==> src/rtl/mult_div_seq.sv <==
// Iterative signed/unsigned multiply and restoring divide with HI/LO result registers.
// Latency: WIDTH+1 cycles from accepted start to done; 1 cycle for divide-by-zero.
// Backpressure: start is sampled only in IDLE and ignored while busy; the next op may start on the done cycle.
module mult_div_seq #(
  parameter int WIDTH = 32
) (
  input  logic             clk,
  input  logic             reset,
  input  logic             start,
  input  logic             op,
  input  logic             is_signed,
  input  logic [WIDTH-1:0] a,
  input  logic [WIDTH-1:0] b,
  output logic [WIDTH-1:0] hi,
  output logic [WIDTH-1:0] lo,
  output logic             busy,
  output logic             done,
  output logic             div_zero
);

  localparam int CW = $clog2(WIDTH);

  typedef enum logic [1:0] {IDLE, CALC, FIX} state_t;

  state_t               state, next_state;
  logic                 op_r;      // 0 = multiply, 1 = divide
  logic                 neg_q;     // product / quotient must be negated
  logic                 neg_r;     // remainder must be negated (dividend sign)
  logic                 dz_r;      // divide-by-zero short path
  logic [CW-1:0]        cnt;
  logic [WIDTH-1:0]     a_mag, b_mag;
  logic [2*WIDTH-1:0]   acc;       // multiply: {partial, multiplier}; divide: {remainder, dividend/quotient}

  logic [WIDTH-1:0]     a_abs, b_abs;
  logic                 last_iter;
  logic [WIDTH:0]       mul_sum;
  logic [WIDTH:0]       div_shift, div_trial;
  logic                 div_ok;
  logic [2*WIDTH-1:0]   acc_step;
  logic [2*WIDTH-1:0]   prod_fix;
  logic [WIDTH-1:0]     quo_fix, rem_fix;

  // Operand magnitudes and one iteration of the shift-add / restoring-divide datapath.
  always_comb begin
    a_abs     = (is_signed && a[WIDTH-1]) ? (~a + 1'b1) : a;
    b_abs     = (is_signed && b[WIDTH-1]) ? (~b + 1'b1) : b;
    last_iter = (cnt == CW'(WIDTH - 1));
    mul_sum   = {1'b0, acc[2*WIDTH-1:WIDTH]} + (acc[0] ? {1'b0, a_mag} : '0);
    div_shift = acc[2*WIDTH-1:WIDTH-1];
    div_trial = div_shift - {1'b0, b_mag};
    div_ok    = ~div_trial[WIDTH];
    if (op_r) begin
      acc_step = {(div_ok ? div_trial[WIDTH-1:0] : div_shift[WIDTH-1:0]), acc[WIDTH-2:0], div_ok};
    end else begin
      acc_step = {mul_sum, acc[WIDTH-1:1]};
    end
    prod_fix = neg_q ? (~acc + 1'b1) : acc;
    quo_fix  = neg_q ? (~acc[WIDTH-1:0] + 1'b1) : acc[WIDTH-1:0];
    rem_fix  = neg_r ? (~acc[2*WIDTH-1:WIDTH] + 1'b1) : acc[2*WIDTH-1:WIDTH];
  end

  // State register.
  always_ff @(posedge clk) begin
    if (reset) state <= IDLE;
    else       state <= next_state;
  end

  // Next-state logic: divide by zero bypasses CALC.
  always_comb begin
    next_state = state;
    case (state)
      IDLE:    if (start) next_state = (op && (b == '0)) ? FIX : CALC;
      CALC:    if (last_iter) next_state = FIX;
      FIX:     next_state = IDLE;
      default: next_state = IDLE;
    endcase
  end

  // Datapath, result registers and registered status outputs.
  always_ff @(posedge clk) begin
    if (reset) begin
      op_r     <= 1'b0;
      neg_q    <= 1'b0;
      neg_r    <= 1'b0;
      dz_r     <= 1'b0;
      cnt      <= '0;
      a_mag    <= '0;
      b_mag    <= '0;
      acc      <= '0;
      hi       <= '0;
      lo       <= '0;
      busy     <= 1'b0;
      done     <= 1'b0;
      div_zero <= 1'b0;
    end else begin
      busy     <= (next_state != IDLE);
      done     <= (state == FIX);
      div_zero <= (state == FIX) && dz_r;
      case (state)
        IDLE: begin
          if (start) begin
            op_r  <= op;
            neg_q <= is_signed && (a[WIDTH-1] ^ b[WIDTH-1]);
            neg_r <= is_signed && a[WIDTH-1];
            dz_r  <= op && (b == '0);
            cnt   <= '0;
            a_mag <= a_abs;
            b_mag <= b_abs;
            acc   <= op ? {{WIDTH{1'b0}}, a_abs} : {{WIDTH{1'b0}}, b_abs};
          end
        end
        CALC: begin
          acc <= acc_step;
          cnt <= cnt + 1'b1;
        end
        FIX: begin
          // A zero divisor leaves HI/LO untouched.
          if (!dz_r) begin
            if (op_r) begin
              hi <= rem_fix;
              lo <= quo_fix;
            end else begin
              hi <= prod_fix[2*WIDTH-1:WIDTH];
              lo <= prod_fix[WIDTH-1:0];
            end
          end
        end
        default: ;
      endcase
    end
  end

endmodule

==> config.mk <==
export PLATFORM = sky130hd
export DESIGN_NAME = mult_div_seq
export DESIGN_NICKNAME = d
export VERILOG_FILES = /design/src/rtl/mult_div_seq.sv
export SDC_FILE = /design/constraint.sdc
export NUM_CORES = 1
export LEC_CHECK = 0
export ABC_AREA = 1
export CAP_MARGIN = 20
export CORE_ASPECT_RATIO = 0.9
export CORE_UTILIZATION = 31
export CTS_BUF_LIST = sky130_fd_sc_hd__clkbuf_8 sky130_fd_sc_hd__clkbuf_16
export DETAILED_ROUTE_END_ITERATION = 8
export GPL_TIMING_DRIVEN = 0
export HOLD_SLACK_MARGIN = 0.12
export SLEW_MARGIN = 20
export SYNTH_ARGS = -nofsm -noshare
export SYNTH_HDL_FRONTEND = slang
export SYNTH_SLANG_ARGS = --single-unit
==> constraint.sdc <==
create_clock -name clk -period 3.7 [get_ports clk]
set_input_delay 0.555 -clock clk [delete_from_list [all_inputs] [get_ports clk]]
set_output_delay 0.555 -clock clk [all_outputs]
set_load 0.005 [all_outputs]
==> metrics, run 1 <==
Worst Setup Start Kind flop; Reg clk slew, reported paths 0.06 ns; Required @ worst endpoint 4.12 ns; WL final 83.8 mm; critical path arrival 3.72 ns; P&R area growth vs syn 16.9%; Post-DRT Antenna Nets 0; status complete, no violations; die span in x 259 µm; final worst path period need 3.30 ns; top-count cell post-synth nand2_1; IO Pins 136; Placed Cells 4126; Synth top cells by count nand2_1 (812), inv_1 (504), nor2_1 (338); sequential-to-total area share from yosys stat 22.4%; Final #Nets around 3.5k; chip height around 230 µm; vias in the first global route 19.4k; Remaining Overflow, GRT 0; global-route wire length before repair around 120 mm; clk_lat worst skew 0.58 ns; drc violations 0; 1st-iter DRT viols 2438; sum of negative setup slack 0 ns; Synth Flop Type dfxtp_1; total of warnings raised by yosys 0; Core ar. 58600 µm²; Pleak 10.5 nW; Fin Clk Skew about 0.015 ns; final hold violations 0; Netlist cell types between 50 and 60; syn nets 3359; worst hold path type reg2reg; gr usage total between 20 and 30%; Antenna diodes 0; Port Buf Inserts 134; post-synth top area share 22.4%; pins over their slew limit 0; Sink Count ~210; H-tree depth 1; dpl hpwl between 60 and 70 mm; routed vias/inst ~5.2; Yosys reg bits 206; fin crit share 89.1%; Yosys top cell by area dfxtp_1; drt first pass iters 6; Bufs on Longest Clock Path 3; post-synthesis cell area 18500 µm²; Initial Util 31.5%; layout cell share with drive strength beyond 1 3.68%; Area contributors post-synth dfxtp_1 (22%), nand2_1 (17%), inv_1 (10%), nand3_1 (8.7%), nor2_1 (6.9%); pin count of the biggest net entering global routing 14; TritonCTS clock tree yes; Num CTS Buffers 24; Routed WL per cell 20.1 µm; Post-synth EDFFs 0; Worst Setup Path Type reg2reg; Clock Tree Root clkbuf_16; crit path max fanout 17; final instance area roughly 22000 µm²; dpl cell area 20800 µm²; RSZ-0062 raised after global routing false; die area 60500 µm²; Gate Count Post-Synth ~3.2k; worst-margin pin slew 1.02 ns; Slew headroom 31.8%; Post-CTS Hold Buffers 0; post-synthesis async set-or-reset flop share 0%; Max IR drop VDD 0.332 mV; Post-Layout Cell Count roughly 4.2k; pwr/cell area 363 nW/µm²; cell row count 84; Max Fclk 303 MHz; Avg Cell Area, Syn 5.73 µm²; final setup violation count 0; # resized after CTS 0; routed via count 21.8k; GPL Wtd Cong around 1.0; Setup Buffers After CTS 0; initial antenna violation count 0; Setup crit end kind flop; max_cap viols 0
final timing paths:
| kind | to | depth (start not counted) | slack (ns) | startpoint |
|---|---|---|---|---|
| max | acc[57]$_SDFFE_PP0P_ | 18 | 0.40 | acc[0]$_SDFFE_PP0P_ |
| min | cnt[3]$_SDFFE_PP0P_ | 2 | 0.47 | cnt[3]$_SDFFE_PP0P_ |
| max reg2reg | acc[57]$_SDFFE_PP0P_ | 18 | 0.40 | acc[0]$_SDFFE_PP0P_ |
| min reg2reg | cnt[3]$_SDFFE_PP0P_ | 2 | 0.47 | cnt[3]$_SDFFE_PP0P_ |
metrics by stage:
| step | total power [mW] | setup slack [ns] | hold WS [ns] | util, % |
|---|---|---|---|---|
| 2_1_floorplan | 4.32 | 1.14 | 0.442 | - |
| 3_3_place_gp | 5.30 | 0.149 | 0.456 | 35.4 |
| 3_5_place_dp | 5.30 | 0.156 | 0.465 | 35.4 |
| 4_1_cts | 7.74 | 0.118 | 0.473 | 36.8 |
| 5_1_grt | 8.20 | 0.180 | 0.507 | 36.8 |
| 6_report | 7.82 | 0.402 | 0.466 | 36.8 |
cell families (layout without fill, tap and decap cells):
logic type      after synthesis  count (layout)  synth area share [%]
flops                       206             206                  22.4
compound gates              616             616                  18.5
buf+inv                     640             816                  13.4
simple gates               1603            1603                  36.9
xor+xnor                     81              81                  3.85
fa+ha+maj                    72              72                  4.96
flip-flops by register name (all words and copies together) (netlist names):
name      flops
neg_r         1
dz_r          1
state         2
done          1
neg_q         1
acc          64
b_mag        32
hi           32
div_zero      1
busy          1
a_mag        32
op_r          1
lo           32
cnt           5
layer usage:
metal | up-vias | GRT usage [%] | routed length [µm]
met5 | - | 0 | 0
met4 | 0 | 9.58 | 3230
met3 | 148 | 3.31 | 6600
met2 | 960 | 40.8 | 34800
met1 | 9981 | 39.2 | 39200
li1 | 10700 | - | -
placed cells by master (no fill, tap or decap), drive strengths merged, types with 29 or more instances in the layout:
master         netlist  final
clkbuf              88    117
inv                507    511
dfxtp              206    206
nand2              830    830
xor2                74     74
o211ai              36     36
nand4               29     29
nand3              322    322
a21oi              236    236
ha                  70     70
nor2               350    350
nor3                30     30
o21ai              254    254
clkdlybuf4s50        0    134
buf                 41     41
worst max-delay path, cell delays in order (launching register included):
cell	delay [ns]
dfxtp_1	0.30
buf_2	0.30
nand2_1	0.10
inv_1	0.06
ha_1	0.24
inv_1	0.12
fa_1	0.43
o21ai_2	0.35
nand2_1	0.11
nand2_1	0.21
nand2_1	0.08
nand2_1	0.15
nand2_1	0.17
nand3_1	0.13
nand3_1	0.12
nand2_1	0.10
inv_1	0.05
nand2_1	0.05
a21oi_1	0.06
area by class of cell:
cell class | instances | area [µm²]
buffer | 128 | 556
clock buffer | 30 | 683
clock inverter | 13 | 120
fill | 6612 | 37100
inverter | 511 | 1920
multi-input combinational | 2372 | 11900
sequential | 206 | 4120
tap | 774 | 968
timing repair buffer | 134 | 1340
report_power, final:
part	internal (mW)	total (mW)	leakage (nW)	switching, mW
Sequential	2.35	2.51	1.69	0.161
Clock	1.38	2.47	0.405	1.09
Combinational	0.845	2.84	8.40	1.99
Total	4.57	7.82	10.5	3.24
Note: power is estimated with default switching activity, not from simulation.
==> run 2, diff against run 1 <==
--- a/config.mk
+++ b/config.mk
@@ -9,7 +9,7 @@
 export CAP_MARGIN = 20
 export CORE_ASPECT_RATIO = 0.9
 export CORE_UTILIZATION = 31
-export CTS_BUF_LIST = sky130_fd_sc_hd__clkbuf_8 sky130_fd_sc_hd__clkbuf_16
+export CTS_BUF_LIST = sky130_fd_sc_hd__clkbuf_16
 export DETAILED_ROUTE_END_ITERATION = 8
 export GPL_TIMING_DRIVEN = 0
 export HOLD_SLACK_MARGIN = 0.12
==> metrics, run 2 (synthesized netlist as in run 1, its figures left out) <==
RSZ-0062 raised after global routing false; CP max stage cell fa_1; number of flip-flops in the largest register 64 (unchanged); dpl cell area 20800 µm² (unchanged); multi-input combinational cell area 11900 µm² (unchanged); layout cell share with drive strength beyond 1 3.51% (-0.18 points); sequential standard cell area 4120 µm² (unchanged); Max Fclk 303 MHz (about the same); drt first pass iters 6 (unchanged); most frequent cells in the layout nand2_1 (812), inv_1 (507), nor2_1 (338); max_cap viols 0 (unchanged); final instance area 21500 µm² (-0.28%); status complete, no violations; die area 60500 µm² (unchanged); pins over their slew limit 0 (unchanged); filler cell count 6622 (+0.15%); Setup crit end kind flop; Core ar. 58600 µm² (unchanged); worst min-delay path startpoint cnt[3]$_SDFFE_PP0P_; P&R area growth vs syn 16.5%; critical path arrival 3.72 ns (about the same); vias in the first global route 19.4k (+0.077%); CP Buf/Inv Count 4 (unchanged); gr usage total 27.1% (about the same); CP most frequent cell nand2_1; Worst Setup Path Type reg2reg; WL final 83.6 mm (-0.18%); final hold violations 0 (unchanged); final setup violation count 0 (unchanged); # resized after CTS 0 (unchanged); worst hold path type reg2reg; Num CTS Buffers 24 (unchanged); Max IR drop VDD 0.327 mV (-1.4%); routed via count 21.7k (-0.34%); pin count of the biggest net entering global routing 14 (unchanged); routed vias/inst 5.20 (-0.34%); IO Pins 136 (unchanged); worst path cell trace buf_2, nand2_1, inv_1, ha_1, inv_1, fa_1, o21ai_2, nand2_1, nand2_1, nand2_1, nand2_1, nand2_1, nand3_1, nand3_1, nand2_1, inv_1, nand2_1, a21oi_1; Bufs on Longest Clock Path 3 (unchanged); total chip power 7.68 mW (-1.8%); sum of negative setup slack 0 ns (unchanged); FF-to-FF End acc[57]$_SDFFE_PP0P_; TritonCTS clock tree yes; drc violations 0 (unchanged); most common cell after layout, fill and taps aside nand2_1; Post-CTS Hold Buffers 0 (unchanged); Fin Clk Skew 0.0127 ns (-0.00220 ns); final worst path period need 3.30 ns (-0.000722 ns); fin crit share 89.1% (about the same); Crit Reg-Reg Startpoint acc[0]$_SDFFE_PP0P_; Clock Tree Root clkbuf_16; Worst Hold End cnt[3]$_SDFFE_PP0P_; clk_lat worst skew 0.57 ns (about the same); slowest stage delay, CP 0.43 ns (about the same); Reg2Reg Depth 18 (unchanged); Initial Util 31.5% (unchanged); cell row count 84 (unchanged); Required @ worst endpoint 4.12 ns (about the same); Post-DRT Antenna Nets 0 (unchanged); Reg clk slew, reported paths 0.06 ns (about the same); Port Buf Inserts 134 (unchanged); 1st-iter DRT viols 2469 (+1.3%); worst-margin pin slew 1.03 ns (+0.00971 ns); Slew headroom 31.2% (-0.65 points); Setup Buffers After CTS 0 (unchanged); Min-Delay Path Depth 2 (unchanged); Pleak 10.5 nW (-0.32%); crit path max fanout 17 (unchanged); die span in x 259 µm (unchanged); chip height 233 µm (unchanged); Antenna diodes 0 (unchanged); Top Family by Delay on Critical Path simple AND/OR/NAND/NOR gates; Routed WL per cell 20.1 µm (-0.18%); Final #Nets 3518 (unchanged); Worst Setup Start Kind flop; Biggest register acc; pwr/cell area 357 nW/µm² (-1.5%); Remaining Overflow, GRT 0 (unchanged); global-route wire length before repair 123 mm (about the same); GPL Wtd Cong 1.03 (unchanged); Sink Count 206 (unchanged); H-tree depth 1 (unchanged); R2R Setup Slk 0.40 ns (about the same); dpl hpwl 69.3 mm (unchanged); initial antenna violation count 0 (unchanged)
## run 2: area by class of cell
cell class                      count  area share, %
Tap cell                          774           4.50
Clock buffer                       24           2.79
Multi-Input combinational cell   2372           55.1
Sequential cell                   206           19.2
Buffer                            128           2.58
Inverter                          511           8.92
Timing Repair Buffer              134           6.24
Clock inverter                     19          0.663
## run 2: worst max-delay path by stage
stage                                    from                    to  slack [ns]  cells after the start
after global placement    acc[0]$_SDFFE_PP0P_  acc[57]$_SDFFE_PP0P_        0.15                     19
after floorplan           acc[0]$_SDFFE_PP0P_  acc[57]$_SDFFE_PP0P_        1.14                     19
after CTS                 acc[0]$_SDFFE_PP0P_  acc[57]$_SDFFE_PP0P_        0.11                     19
after global routing      acc[0]$_SDFFE_PP0P_  acc[57]$_SDFFE_PP0P_        0.17                     19
after detailed placement  acc[0]$_SDFFE_PP0P_  acc[57]$_SDFFE_PP0P_        0.16                     19
final                     acc[0]$_SDFFE_PP0P_  acc[57]$_SDFFE_PP0P_        0.40                     18
## run 2: tightest hold or removal path, cell delays in order, from the launching register on
cell and delay [ns]:
dfxtp_1 0.30, nand2_1 0.06, a21oi_1 0.06
## run 2: metal layers
metal | track usage, % | up-vias | routed length, µm
met2 | 40.7 | 952 | 34600
met3 | 3.33 | 153 | 6390
met4 | 9.82 | 0 | 3390
met1 | 39.2 | 9895 | 39300
met5 | 0 | - | 0
li1 | - | 10700 | -
## run 2: metrics by stage
step	utilization, %	setup WS [ns]	hold slack [ns]	instances
3_3_place_gp	35.4	0.149	0.456	4126
5_1_grt	36.7	0.172	0.507	4168
3_5_place_dp	35.4	0.156	0.465	4126
6_report	36.7	0.403	0.466	4168
4_1_cts	36.7	0.106	0.473	4169
2_1_floorplan	-	1.14	0.442	3218
## run 2: power by group
group | internal (mW) | total [mW] | leakage (nW) | switching, mW
registers | 2.35 | 2.51 | 1.69 | 0.161
clock network | 1.26 | 2.34 | 0.371 | 1.08
logic | 0.845 | 2.84 | 8.40 | 1.99
